$ cat config.mk
export PLATFORM = sky130hd
export DESIGN_NAME = ps2_move_decoder_flat
export DESIGN_NICKNAME = d
export VERILOG_FILES = /design/src/rtl/ps2_move_decoder_pkg.sv /design/src/rtl/ps2_move_decoder_if.sv /design/src/rtl/ps2_move_decoder_rx.sv /design/src/rtl/ps2_move_decoder.sv /design/src/flat_wrapper.sv
export SDC_FILE = /design/constraint.sdc
export NUM_CORES = 1
export LEC_CHECK = 0
export CAP_MARGIN = 20
export CORE_UTILIZATION = 44
export DETAILED_ROUTE_END_ITERATION = 16
export PLACE_DENSITY = 0.66
export SYNTH_ARGS = -nofsm -noshare
export SYNTH_HDL_FRONTEND = slang
export SYNTH_SLANG_ARGS = --single-unit
$ cat constraint.sdc
create_clock -name clk -period 2.13 [get_ports clk]
set_input_delay 0.426 -clock clk [delete_from_list [all_inputs] [get_ports clk]]
set_output_delay 0.426 -clock clk [all_outputs]
set_load 0.1 [all_outputs]
$ cat src/rtl/ps2_move_decoder_pkg.sv
// Shared constants for the PS/2 move decoder: move codes, scan set 2
// key codes, receiver states and the key-to-move mapping function.
package ps2_move_decoder_pkg;

    typedef enum logic [2:0] {
        MOVE_NONE  = 3'd0,
        MOVE_UP    = 3'd1,
        MOVE_DOWN  = 3'd2,
        MOVE_LEFT  = 3'd3,
        MOVE_RIGHT = 3'd4,
        MOVE_PLAY  = 3'd5,
        MOVE_RESET = 3'd6
    } move_t;

    typedef enum logic [1:0] {
        RX_IDLE,
        RX_DATA,
        RX_PARITY,
        RX_STOP
    } rx_state_t;

    localparam logic [7:0] SC_EXT   = 8'hE0;
    localparam logic [7:0] SC_BRK   = 8'hF0;
    localparam logic [7:0] SC_W     = 8'h1D;
    localparam logic [7:0] SC_S     = 8'h1B;
    localparam logic [7:0] SC_A     = 8'h1C;
    localparam logic [7:0] SC_D     = 8'h23;
    localparam logic [7:0] SC_SPACE = 8'h29;
    localparam logic [7:0] SC_R     = 8'h2D;
    localparam logic [7:0] SC_UP    = 8'h75;
    localparam logic [7:0] SC_DOWN  = 8'h72;
    localparam logic [7:0] SC_LEFT  = 8'h6B;
    localparam logic [7:0] SC_RIGHT = 8'h74;

    // Arrow keys only count with the E0 prefix; letter keys only without.
    function automatic move_t map_key(input logic ext, input logic [7:0] code);
        move_t m;
        m = MOVE_NONE;
        if (ext) begin
            case (code)
                SC_UP:    m = MOVE_UP;
                SC_DOWN:  m = MOVE_DOWN;
                SC_LEFT:  m = MOVE_LEFT;
                SC_RIGHT: m = MOVE_RIGHT;
                default:  m = MOVE_NONE;
            endcase
        end else begin
            case (code)
                SC_W:     m = MOVE_UP;
                SC_S:     m = MOVE_DOWN;
                SC_A:     m = MOVE_LEFT;
                SC_D:     m = MOVE_RIGHT;
                SC_SPACE: m = MOVE_PLAY;
                SC_R:     m = MOVE_RESET;
                default:  m = MOVE_NONE;
            endcase
        end
        return m;
    endfunction

endpackage

$ cat src/rtl/ps2_move_decoder_if.sv
// Bundle of the PS/2 line inputs and the move/frame_err outputs.
// slave: decoder side (reads PS/2 lines, drives move/frame_err).
// master: keyboard/consumer side (drives lines, reads results).
interface ps2_move_decoder_if;
    import ps2_move_decoder_pkg::*;

    logic  ps2_clk;
    logic  ps2_data;
    move_t move;
    logic  frame_err;

    modport master (
        output ps2_clk,
        output ps2_data,
        input  move,
        input  frame_err
    );

    modport slave (
        input  ps2_clk,
        input  ps2_data,
        output move,
        output frame_err
    );

endinterface

$ cat src/rtl/ps2_move_decoder_rx.sv
// PS/2 frame receiver: 2-FF synchronisers, clock glitch filter,
// start/data/parity/stop FSM and partial-frame timeout.
// Ports: clk, rst_n (sync, active-low), ps2_clk/ps2_data (raw async),
//        scan_code/byte_valid (good frame), frame_err (one-cycle pulse).
module ps2_move_decoder_rx
    import ps2_move_decoder_pkg::*;
#(
    parameter int FILTER_LEN  = 8,
    parameter int TIMEOUT_CYC = 200000
) (
    input  logic       clk,
    input  logic       rst_n,
    input  logic       ps2_clk,
    input  logic       ps2_data,
    output logic [7:0] scan_code,
    output logic       byte_valid,
    output logic       frame_err
);

    localparam int FW = $clog2(FILTER_LEN + 1);
    localparam int TW = $clog2(TIMEOUT_CYC + 1);

    logic [1:0] clk_sync;
    logic [1:0] dat_sync;
    logic       clk_s;
    logic       dat_s;

    assign clk_s = clk_sync[1];
    assign dat_s = dat_sync[1];

    always_ff @(posedge clk) begin
        if (!rst_n) begin
            clk_sync <= 2'b11;
            dat_sync <= 2'b11;
        end else begin
            clk_sync <= {clk_sync[0], ps2_clk};
            dat_sync <= {dat_sync[0], ps2_data};
        end
    end

    // The filtered level follows the synchronised clock only after
    // FILTER_LEN consecutive differing samples; any agreeing sample
    // restarts the count, so short glitches never flip it.
    logic          filt;
    logic [FW-1:0] fcnt;
    logic          flip;
    logic          strobe;

    assign flip   = (clk_s != filt) && (fcnt == FW'(FILTER_LEN - 1));
    assign strobe = flip && !clk_s;

    always_ff @(posedge clk) begin
        if (!rst_n) begin
            filt <= 1'b1;
            fcnt <= '0;
        end else if (clk_s == filt) begin
            fcnt <= '0;
        end else if (flip) begin
            filt <= clk_s;
            fcnt <= '0;
        end else begin
            fcnt <= fcnt + FW'(1);
        end
    end

    rx_state_t     state, state_n;
    logic [7:0]    shreg, shreg_n;
    logic [2:0]    bitcnt, bitcnt_n;
    logic          perr, perr_n;
    logic [TW-1:0] tcnt, tcnt_n;
    logic          valid_n;
    logic          err_n;

    always_ff @(posedge clk) begin
        if (!rst_n) begin
            state      <= RX_IDLE;
            shreg      <= '0;
            bitcnt     <= '0;
            perr       <= 1'b0;
            tcnt       <= '0;
            byte_valid <= 1'b0;
            frame_err  <= 1'b0;
        end else begin
            state      <= state_n;
            shreg      <= shreg_n;
            bitcnt     <= bitcnt_n;
            perr       <= perr_n;
            tcnt       <= tcnt_n;
            byte_valid <= valid_n;
            frame_err  <= err_n;
        end
    end

    always_comb begin
        state_n  = state;
        shreg_n  = shreg;
        bitcnt_n = bitcnt;
        perr_n   = perr;
        valid_n  = 1'b0;
        err_n    = 1'b0;
        tcnt_n   = (state == RX_IDLE || strobe) ? '0 : tcnt + TW'(1);

        case (state)
            RX_IDLE: begin
                if (strobe) begin
                    if (!dat_s) begin
                        state_n  = RX_DATA;
                        bitcnt_n = '0;
                    end else begin
                        err_n = 1'b1;
                    end
                end
            end
            RX_DATA: begin
                if (strobe) begin
                    shreg_n  = {dat_s, shreg[7:1]};
                    bitcnt_n = bitcnt + 3'd1;
                    if (bitcnt == 3'd7) begin
                        state_n = RX_PARITY;
                    end
                end
            end
            RX_PARITY: begin
                if (strobe) begin
                    perr_n  = ~(^{shreg, dat_s});
                    state_n = RX_STOP;
                end
            end
            RX_STOP: begin
                if (strobe) begin
                    state_n = RX_IDLE;
                    if (dat_s && !perr) begin
                        valid_n = 1'b1;
                    end else begin
                        err_n = 1'b1;
                    end
                end
            end
            default: state_n = RX_IDLE;
        endcase

        // A strobe in the same cycle keeps the frame alive.
        if (state != RX_IDLE && !strobe &&
            tcnt == TW'(TIMEOUT_CYC - 1)) begin
            state_n = RX_IDLE;
            err_n   = 1'b1;
            tcnt_n  = '0;
        end
    end

    assign scan_code = shreg;

endmodule

$ cat src/rtl/ps2_move_decoder.sv
// PS/2 keyboard to game move command converter: E0/F0 prefix tracking,
// key mapping and auto-repeat suppression on top of the frame receiver.
// Ports: clk, rst_n (sync, active-low), bus (slave: ps2_clk, ps2_data in;
//        move, frame_err out, both registered one-cycle pulses).
module ps2_move_decoder
    import ps2_move_decoder_pkg::*;
#(
    parameter int FILTER_LEN  = 8,
    parameter int TIMEOUT_CYC = 200000
) (
    input logic               clk,
    input logic               rst_n,
    ps2_move_decoder_if.slave bus
);

    logic [7:0] scan_code;
    logic       byte_valid;
    logic       rx_err;

    ps2_move_decoder_rx #(
        .FILTER_LEN (FILTER_LEN),
        .TIMEOUT_CYC(TIMEOUT_CYC)
    ) u_rx (
        .clk       (clk),
        .rst_n     (rst_n),
        .ps2_clk   (bus.ps2_clk),
        .ps2_data  (bus.ps2_data),
        .scan_code (scan_code),
        .byte_valid(byte_valid),
        .frame_err (rx_err)
    );

    logic       ext, ext_n;
    logic       brk, brk_n;
    logic [8:0] held, held_n;
    logic [8:0] key;
    move_t      move_q, move_n;
    logic       err_q, err_n;

    assign key = {ext, scan_code};

    always_ff @(posedge clk) begin
        if (!rst_n) begin
            ext    <= 1'b0;
            brk    <= 1'b0;
            held   <= '0;
            move_q <= MOVE_NONE;
            err_q  <= 1'b0;
        end else begin
            ext    <= ext_n;
            brk    <= brk_n;
            held   <= held_n;
            move_q <= move_n;
            err_q  <= err_n;
        end
    end

    // held remembers the last make so typematic repeats stay silent
    // until the matching break arrives or a different key is made.
    always_comb begin
        ext_n  = ext;
        brk_n  = brk;
        held_n = held;
        move_n = MOVE_NONE;
        err_n  = rx_err;

        if (rx_err) begin
            ext_n = 1'b0;
            brk_n = 1'b0;
        end else if (byte_valid) begin
            unique case (1'b1)
                (scan_code == SC_EXT): ext_n = 1'b1;
                (scan_code == SC_BRK): brk_n = 1'b1;
                default: begin
                    ext_n = 1'b0;
                    brk_n = 1'b0;
                    if (brk) begin
                        if (key == held) begin
                            held_n = '0;
                        end
                    end else if (key != held) begin
                        held_n = key;
                        move_n = map_key(ext, scan_code);
                    end
                end
            endcase
        end
    end

    assign bus.move      = move_q;
    assign bus.frame_err = err_q;

endmodule
$ cat src/flat_wrapper.sv
// flat-port wrapper written by rule: the top's interface ports become plain ports
module ps2_move_decoder_flat import ps2_move_decoder_pkg::*;
#(
    parameter int FILTER_LEN  = 8,
    parameter int TIMEOUT_CYC = 200000
)
  (clk, rst_n, bus_ps2_clk, bus_ps2_data, bus_move, bus_frame_err);
  ps2_move_decoder_if bus_i ();
  input logic clk;
  input logic rst_n;
  input wire logic [$bits(bus_i.ps2_clk)-1:0] bus_ps2_clk;
  input wire logic [$bits(bus_i.ps2_data)-1:0] bus_ps2_data;
  output wire logic [$bits(bus_i.move)-1:0] bus_move;
  output wire logic [$bits(bus_i.frame_err)-1:0] bus_frame_err;
  assign bus_i.ps2_clk = bus_ps2_clk;
  assign bus_i.ps2_data = bus_ps2_data;
  assign bus_move = bus_i.move;
  assign bus_frame_err = bus_i.frame_err;
  ps2_move_decoder #(.FILTER_LEN(FILTER_LEN), .TIMEOUT_CYC(TIMEOUT_CYC)) u_core (.clk(clk), .rst_n(rst_n), .bus(bus_i));
endmodule
-- Yosys cells after proc, flatten, opt, wreduce, memory -nomap -nowiden
Index checks and enable logic that the tools add are counted.
Widths: inputs -> output; s select.
- logic and storage cells: 112
- bits in read-only memories: 0
- memory bits (writable): 0
- output and inout bits: 4
- input port bits: 4
- latch bits: 0
- bits in registers: 58
- memories: 0
- div/mod/pow operators: 0
- bitwise gates (word level): 9
- equality and inequality tests: 29
- reduce and logical (&&, ||, !) cells: 29
- add/subtract/negate cells: 3
- shifts and indexed selects: 0
- order comparisons: 0
- mux-type cells: 26
- multipliers: 0
- operators by type and width (kind ; count):
    $eq 8x7->1 const B ; 4
    $mux 9 ; 3
    $eq 8x5->1 const B ; 3
    $eq 8x6->1 const B ; 3
    $add 18x1->18 const B ; 1
    $eq 18x18->1 const B ; 1
    $pmux 3 s6 ; 1
    $eq 8x8->1 const B ; 2
    $ne 2x2->1 const B ; 7
    $mux 2 ; 6
    $mux 3 ; 4
    $pmux 3 s4 ; 1
    $reduce_and 2->1 ; 5
    $eq 9x9->1 ; 1
    $ne 9x9->1 ; 1
    $not 1->1 ; 9
    $reduce_xor 9->1 ; 1
    $pmux 2 s4 ; 1
    $reduce_or 7->1 ; 1
    $mux 1 ; 6
    $pmux 1 s2 ; 3
    $pmux 3 s2 ; 1
    $reduce_and 6->1 ; 1
    $reduce_bool 2->1 ; 3
    17 further kinds ; 27

-- Logic depth before layout (Yosys ltp)
- depth in word-level cells: 7
- gate-level depth with buffers: 7
- mapped depth without buffers: 7

-- Hierarchy
From an unflattened synthesis, not the netlist that was laid out.
- cell total of the unflattened synthesis: 343
- area, all modules: 3145.5 um2
- modules (own cells, without submodules) (module ; area an instance (um2) ; cells an instance ; sequential area each (um2) ; instances):
    ps2_move_decoder_rx ; 2038.2 ; 210 ; 860.8 ; 1
    ps2_move_decoder ; 1107.3 ; 133 ; 300.3 ; 1

-- Least setup slack after synthesis
No wires, ideal clock.
- kind: register to register
- start point: reg u_core.u_rx.state[1]
- end point: reg u_core.u_rx.state[1]
- data required time: 2.005 ns
- library setup time: 0.125 ns
- path buffers: 0
- arrival time: 1.547 ns
- setup slack: 0.458 ns
- stages on the path, launching flop included: 8
- clock period less this slack: 1.672 ns
- path through: dfxtp_1 -> inv_1 -> ha_1 -> nor2b_1 -> nor4b_1 -> a2bb2oi_1 -> mux2i_1 -> nor2_1
- cells in the longest elaborated chain, start to end: 4
- elaborated cells on any way between the ends: 16
- those cells by class: 9 x eq/ne; 1 x mux; 6 x reduce/logical
- ends and longest elaborated chain (what ; line ; source):
    from (decl) ; ps2_move_decoder_rx.sv:66 ; rx_state_t state, state_n;
    from (signal assigned) ; ps2_move_decoder_rx.sv:84 ; state <= state_n;
    parallel branches: the longest is 4 deep, another holds $reduce_and 6->1 ; -- ;
Several ways; the timed one is not identified.
A chain may end at the register's enable or synchronous reset.

-- Worst setup path after layout
Ends and elaborated chain as after synthesis.

==> impl_metrics.py <==
metrics = {
    "outcome": {
        "outcome": "completed",
    },
    "pwr": {
        "p_comb_share_pct": 1.5,
        "pwr-share-clk_pct": 44.8,
        "vdd_drop_max_mv": 0.393,
        "power_mw": 2.03,
        "sw_frac_of_total_pct": 24.9,
        "seq_power_share_pct": 53.7,
        "power_density_nw_per_um2": 610,
        "leakage_nw": 1.23,
        "p_sw_mw": 0.505,
        "cell_internal_pwr_mw": 1.53,
    },
    "logic_synthesis": {
        "synth_fa_ha_area_share_pct": 3.72,
        "synth_ff_type": "dfxtp_1",
        "yosysSeqAreaShare_pct": 38.4,
        "synth_nets": 353,
        "synth_top_family_by_area": "simple AND/OR/NAND/NOR gates",
        "synth_seq_cells": 58,
        "synth-compound-area-share_pct": 10.3,
        "synth-edff-count": 0,
        "ys_top_cells_by_area": "dfxtp_1 38%, nor2_1 6.1%, xnor2_1 5.8%",
        "netlist.area_leader.share_pct": 38.4,
        "synth-simple-area-share_pct": 27.3,
        "ys_warn_count": 0,
        "syn-cell-area_um2": 3030,
        "syn_avg_cell_area_um2": 8.90,
        "yosys.area.top_type": "dfxtp_1",
        "synthXorXnorAreaFrac_pct": 10.4,
        "synthArstFlopShare_pct": 0,
        "syn_inst": 340,
        "synth_cell_types": 52,
        "synth.area.mux_share_pct": 4.30,
    },
    "sta": {
        "worstMarginPinSlew_ns": 0.820,
        "max_freq_ghz": 0.541,
        "setup_tns_ns": 0,
        "setup_slack_ns": 0.281,
        "period_minus_slack_ns": 1.85,
        "finalCritPeriodShare_pct": 86.8,
        "maxSlewViolCount": 0,
        "relSlewSlack_pct": 45.3,
        "setup_violations": 0,
        "holdWs_ns": 0.417,
        "rsz0062_at_grt": "false",
        "finalHoldViolCount": 0,
        "skew_ns": 0.00839,
    },
    "critical_path": {
        "r2r_slack_ns": 0.28,
        "crit_family": "simple AND/OR/NAND/NOR gates",
        "required_ns": 2.36,
        "cp_max_fo": 6,
        "end_kind": "register",
        "slowest_delay_ns": 0.38,
        "critPathBufInv": 1,
        "worstSetupPathType": "register to register",
        "arrival_ns": 2.07,
        "worstSetupStartpointType": "register",
        "crit_chain": "inv_1 > ha_1 > nor2b_1 > nor4b_1 > a2bb2oi_1 > mux2i_1 > nor2_1",
        "worst_path_max_delay_cell": "dfxtp_1",
    },
    "floorplanning": {
        "die_x_um": 84.9,
        "die-area_um2": 7210,
        "initial_core_util_pct": 46.6,
        "coreArea_um2": 6490,
        "die_h_um": 84.9,
        "fp-row-count": 29,
        "ios": 8,
    },
    "grt": {
        "gr-total-overflow": 0,
        "grt_usage_pct": 16.8,
        "grt_pass1_wl_um": 9590,
        "grt_pass1_vias": 2159,
        "grt_max_degree": 29,
        "antenna_found_initial": 0,
    },
    "clock_tree": {
        "worstSkewPairLatency_ns": 0.34,
        "post_cts_buffers": 0,
        "cts_tree": "built",
        "cts_hold_buf": 0,
        "post_cts_resized": 0,
        "cts_max_path_buffers": 2,
        "cts.sinks": 58,
        "cts-root-buf": "clkbuf_8",
        "cts_buffers": 9,
        "htree_levels": 3,
        "clk_pin_slew_worst_paths_ns": 0.08,
    },
    "place": {
        "place_inst": 416,
        "gp_congestion": 0.796,
        "post-dp-hpwl_um": 3770,
        "dp_slack_ns": 0.297,
        "portBuffers": 7,
    },
    "hold_path": {
        "hp-class": "register to register",
    },
    "flow_run": {
        "max-cap-violations": 0,
    },
    "cells_and_area": {
        "finalNonFillerCells": 432,
        "antenna_cells": 0,
        "syn_to_final_growth_pct": 10.0,
        "seq_area_um2": 1160,
        "nets": 363,
        "multi_input_area_um2": 1690,
        "nFillCells": 623,
        "drive_gt1_share_pct": 11.3,
    },
    "route": {
        "num_vias": 2275,
        "drtIter0Drc": 131,
        "routed_wl_um": 5580,
        "ant_nets": 0,
        "wl_per_cell_um": 12.9,
        "via_per_inst": 5.27,
        "drt_pass1_iterations": 7,
        "post-route-drc-count": 0,
    },
}
==> worst paths after layout <==
check	from	to	depth (start not counted)
max	u_core.u_rx.state[1]	u_core.u_rx.state[1]	7
min	u_core.u_rx.clk_sync[0]	u_core.u_rx.clk_sync[1]	1
max reg2reg	u_core.u_rx.state[1]	u_core.u_rx.state[1]	7
min reg2reg	u_core.u_rx.clk_sync[0]	u_core.u_rx.clk_sync[1]	1
==> layout by cell type (no fill, tap or decap), types with 3 or more instances in the layout <==
cell              n
nand2_1          23
ha_1              9
a21oi_1           8
nor4b_1           3
mux2i_1          13
o31a_1            6
dfxtp_1          58
nand4b_1          3
nand4_1           7
inv_1            14
nor2_1           49
o21ai_0           3
buf_4            13
nand3_1          12
and4b_1           3
clkbuf_8          9
nor4_1            3
nor3_1            4
and3_1            5
nand2b_1         12
xor2_1           14
and3b_1           5
clkinvlp_4        3
clkdlybuf4s50_1   3
o41ai_1           6
and2_1            4
xnor2_1          20
nor2b_1           8
and4_1            3
==> state kept, by name, indices dropped and copies added, names as in the netlist, 2 cells and up <==
| name | count |
|---|---|
| u_core.u_rx.tcnt | 18 |
| u_core.held | 9 |
| u_core.u_rx.scan_code | 8 |
| u_core.u_rx.fcnt | 4 |
| u_core.bus.move | 3 |
| u_core.u_rx.bitcnt | 3 |
| u_core.u_rx.clk_sync | 2 |
| u_core.u_rx.dat_sync | 2 |
| u_core.u_rx.state | 2 |
==> cells in the mapped netlist (all sizes together), types with 2 or more instances <==
| cell | instances |
|---|---|
| inv | 14 |
| nand3 | 13 |
| o21ai | 5 |
| o22ai | 2 |
| o31a | 6 |
| nor2 | 49 |
| nor3 | 5 |
| a2bb2oi | 2 |
| a311o | 2 |
| xor2 | 14 |
| and3b | 6 |
| mux2i | 13 |
| buf | 13 |
| clkbuf | 5 |
| o41ai | 6 |
| a21oi | 10 |
| o21a | 2 |
| nand4 | 7 |
| and4b | 3 |
| nor4b | 3 |
| and3 | 5 |
| ha | 9 |
| nand4b | 3 |
| nand2b | 12 |
| nor4 | 3 |
| xnor2 | 21 |
| nor2b | 8 |
| and2 | 4 |
| and4 | 3 |
| dfxtp | 58 |
| nand2 | 24 |
==> metal layers <==
| layer | wire [um] | part of all wire, % | global-route usage [%] | up-vias |
|---|---|---|---|---|
| li1 | - | - | - | 1195 |
| met1 | 2970 | 53 | 22.7 | 1059 |
| met2 | 2390 | 43 | 24.8 | 14 |
| met3 | 119 | 2.1 | 4.57 | 7 |
| met4 | 98 | 1.8 | 8.32 | 0 |
| met5 | 0 | 0 | 0 | - |
==> area by class of cell <==
class,count,area share (%)
multi-input cells,250,50.9
clock buffers,9,3.72
inverters,14,1.58
clock inverters,7,1.62
flip-flops and latches,58,34.9
repair buffers,17,4.44
well taps,77,2.89
==> power groups by stage <==
| stage | Sequential [mW] | Combinational (mW) | Clock [mW] |
|---|---|---|---|
| 2_1_floorplan | 1.12 | 0.0165 | 0 |
| 3_3_place_gp | 1.12 | 0.0298 | 0 |
| 3_5_place_dp | 1.12 | 0.0305 | 0 |
| 4_1_cts | 1.09 | 0.0303 | 0.940 |
| 5_1_grt | 1.09 | 0.0330 | 0.994 |
| 6_report | 1.09 | 0.0299 | 0.911 |
==> through the flow <==
stage	util [%]	instance area, um2
floorplan	-	3030
global placement	48.5	3150
detailed placement	48.5	3150
CTS	51.2	3330
global route	51.2	3330
finish	51.2	3330
==> cells by family after synthesis <==
group	Yosys count
AO/OA/AOI/OAI	41
XOR/XNOR	35
adder cells (fa/ha/maj)	9
buffers and inverters	32
flip-flops	58
multiplexers	13
AND/OR/NAND/NOR	152
Power figures use the tool's default switching activity.
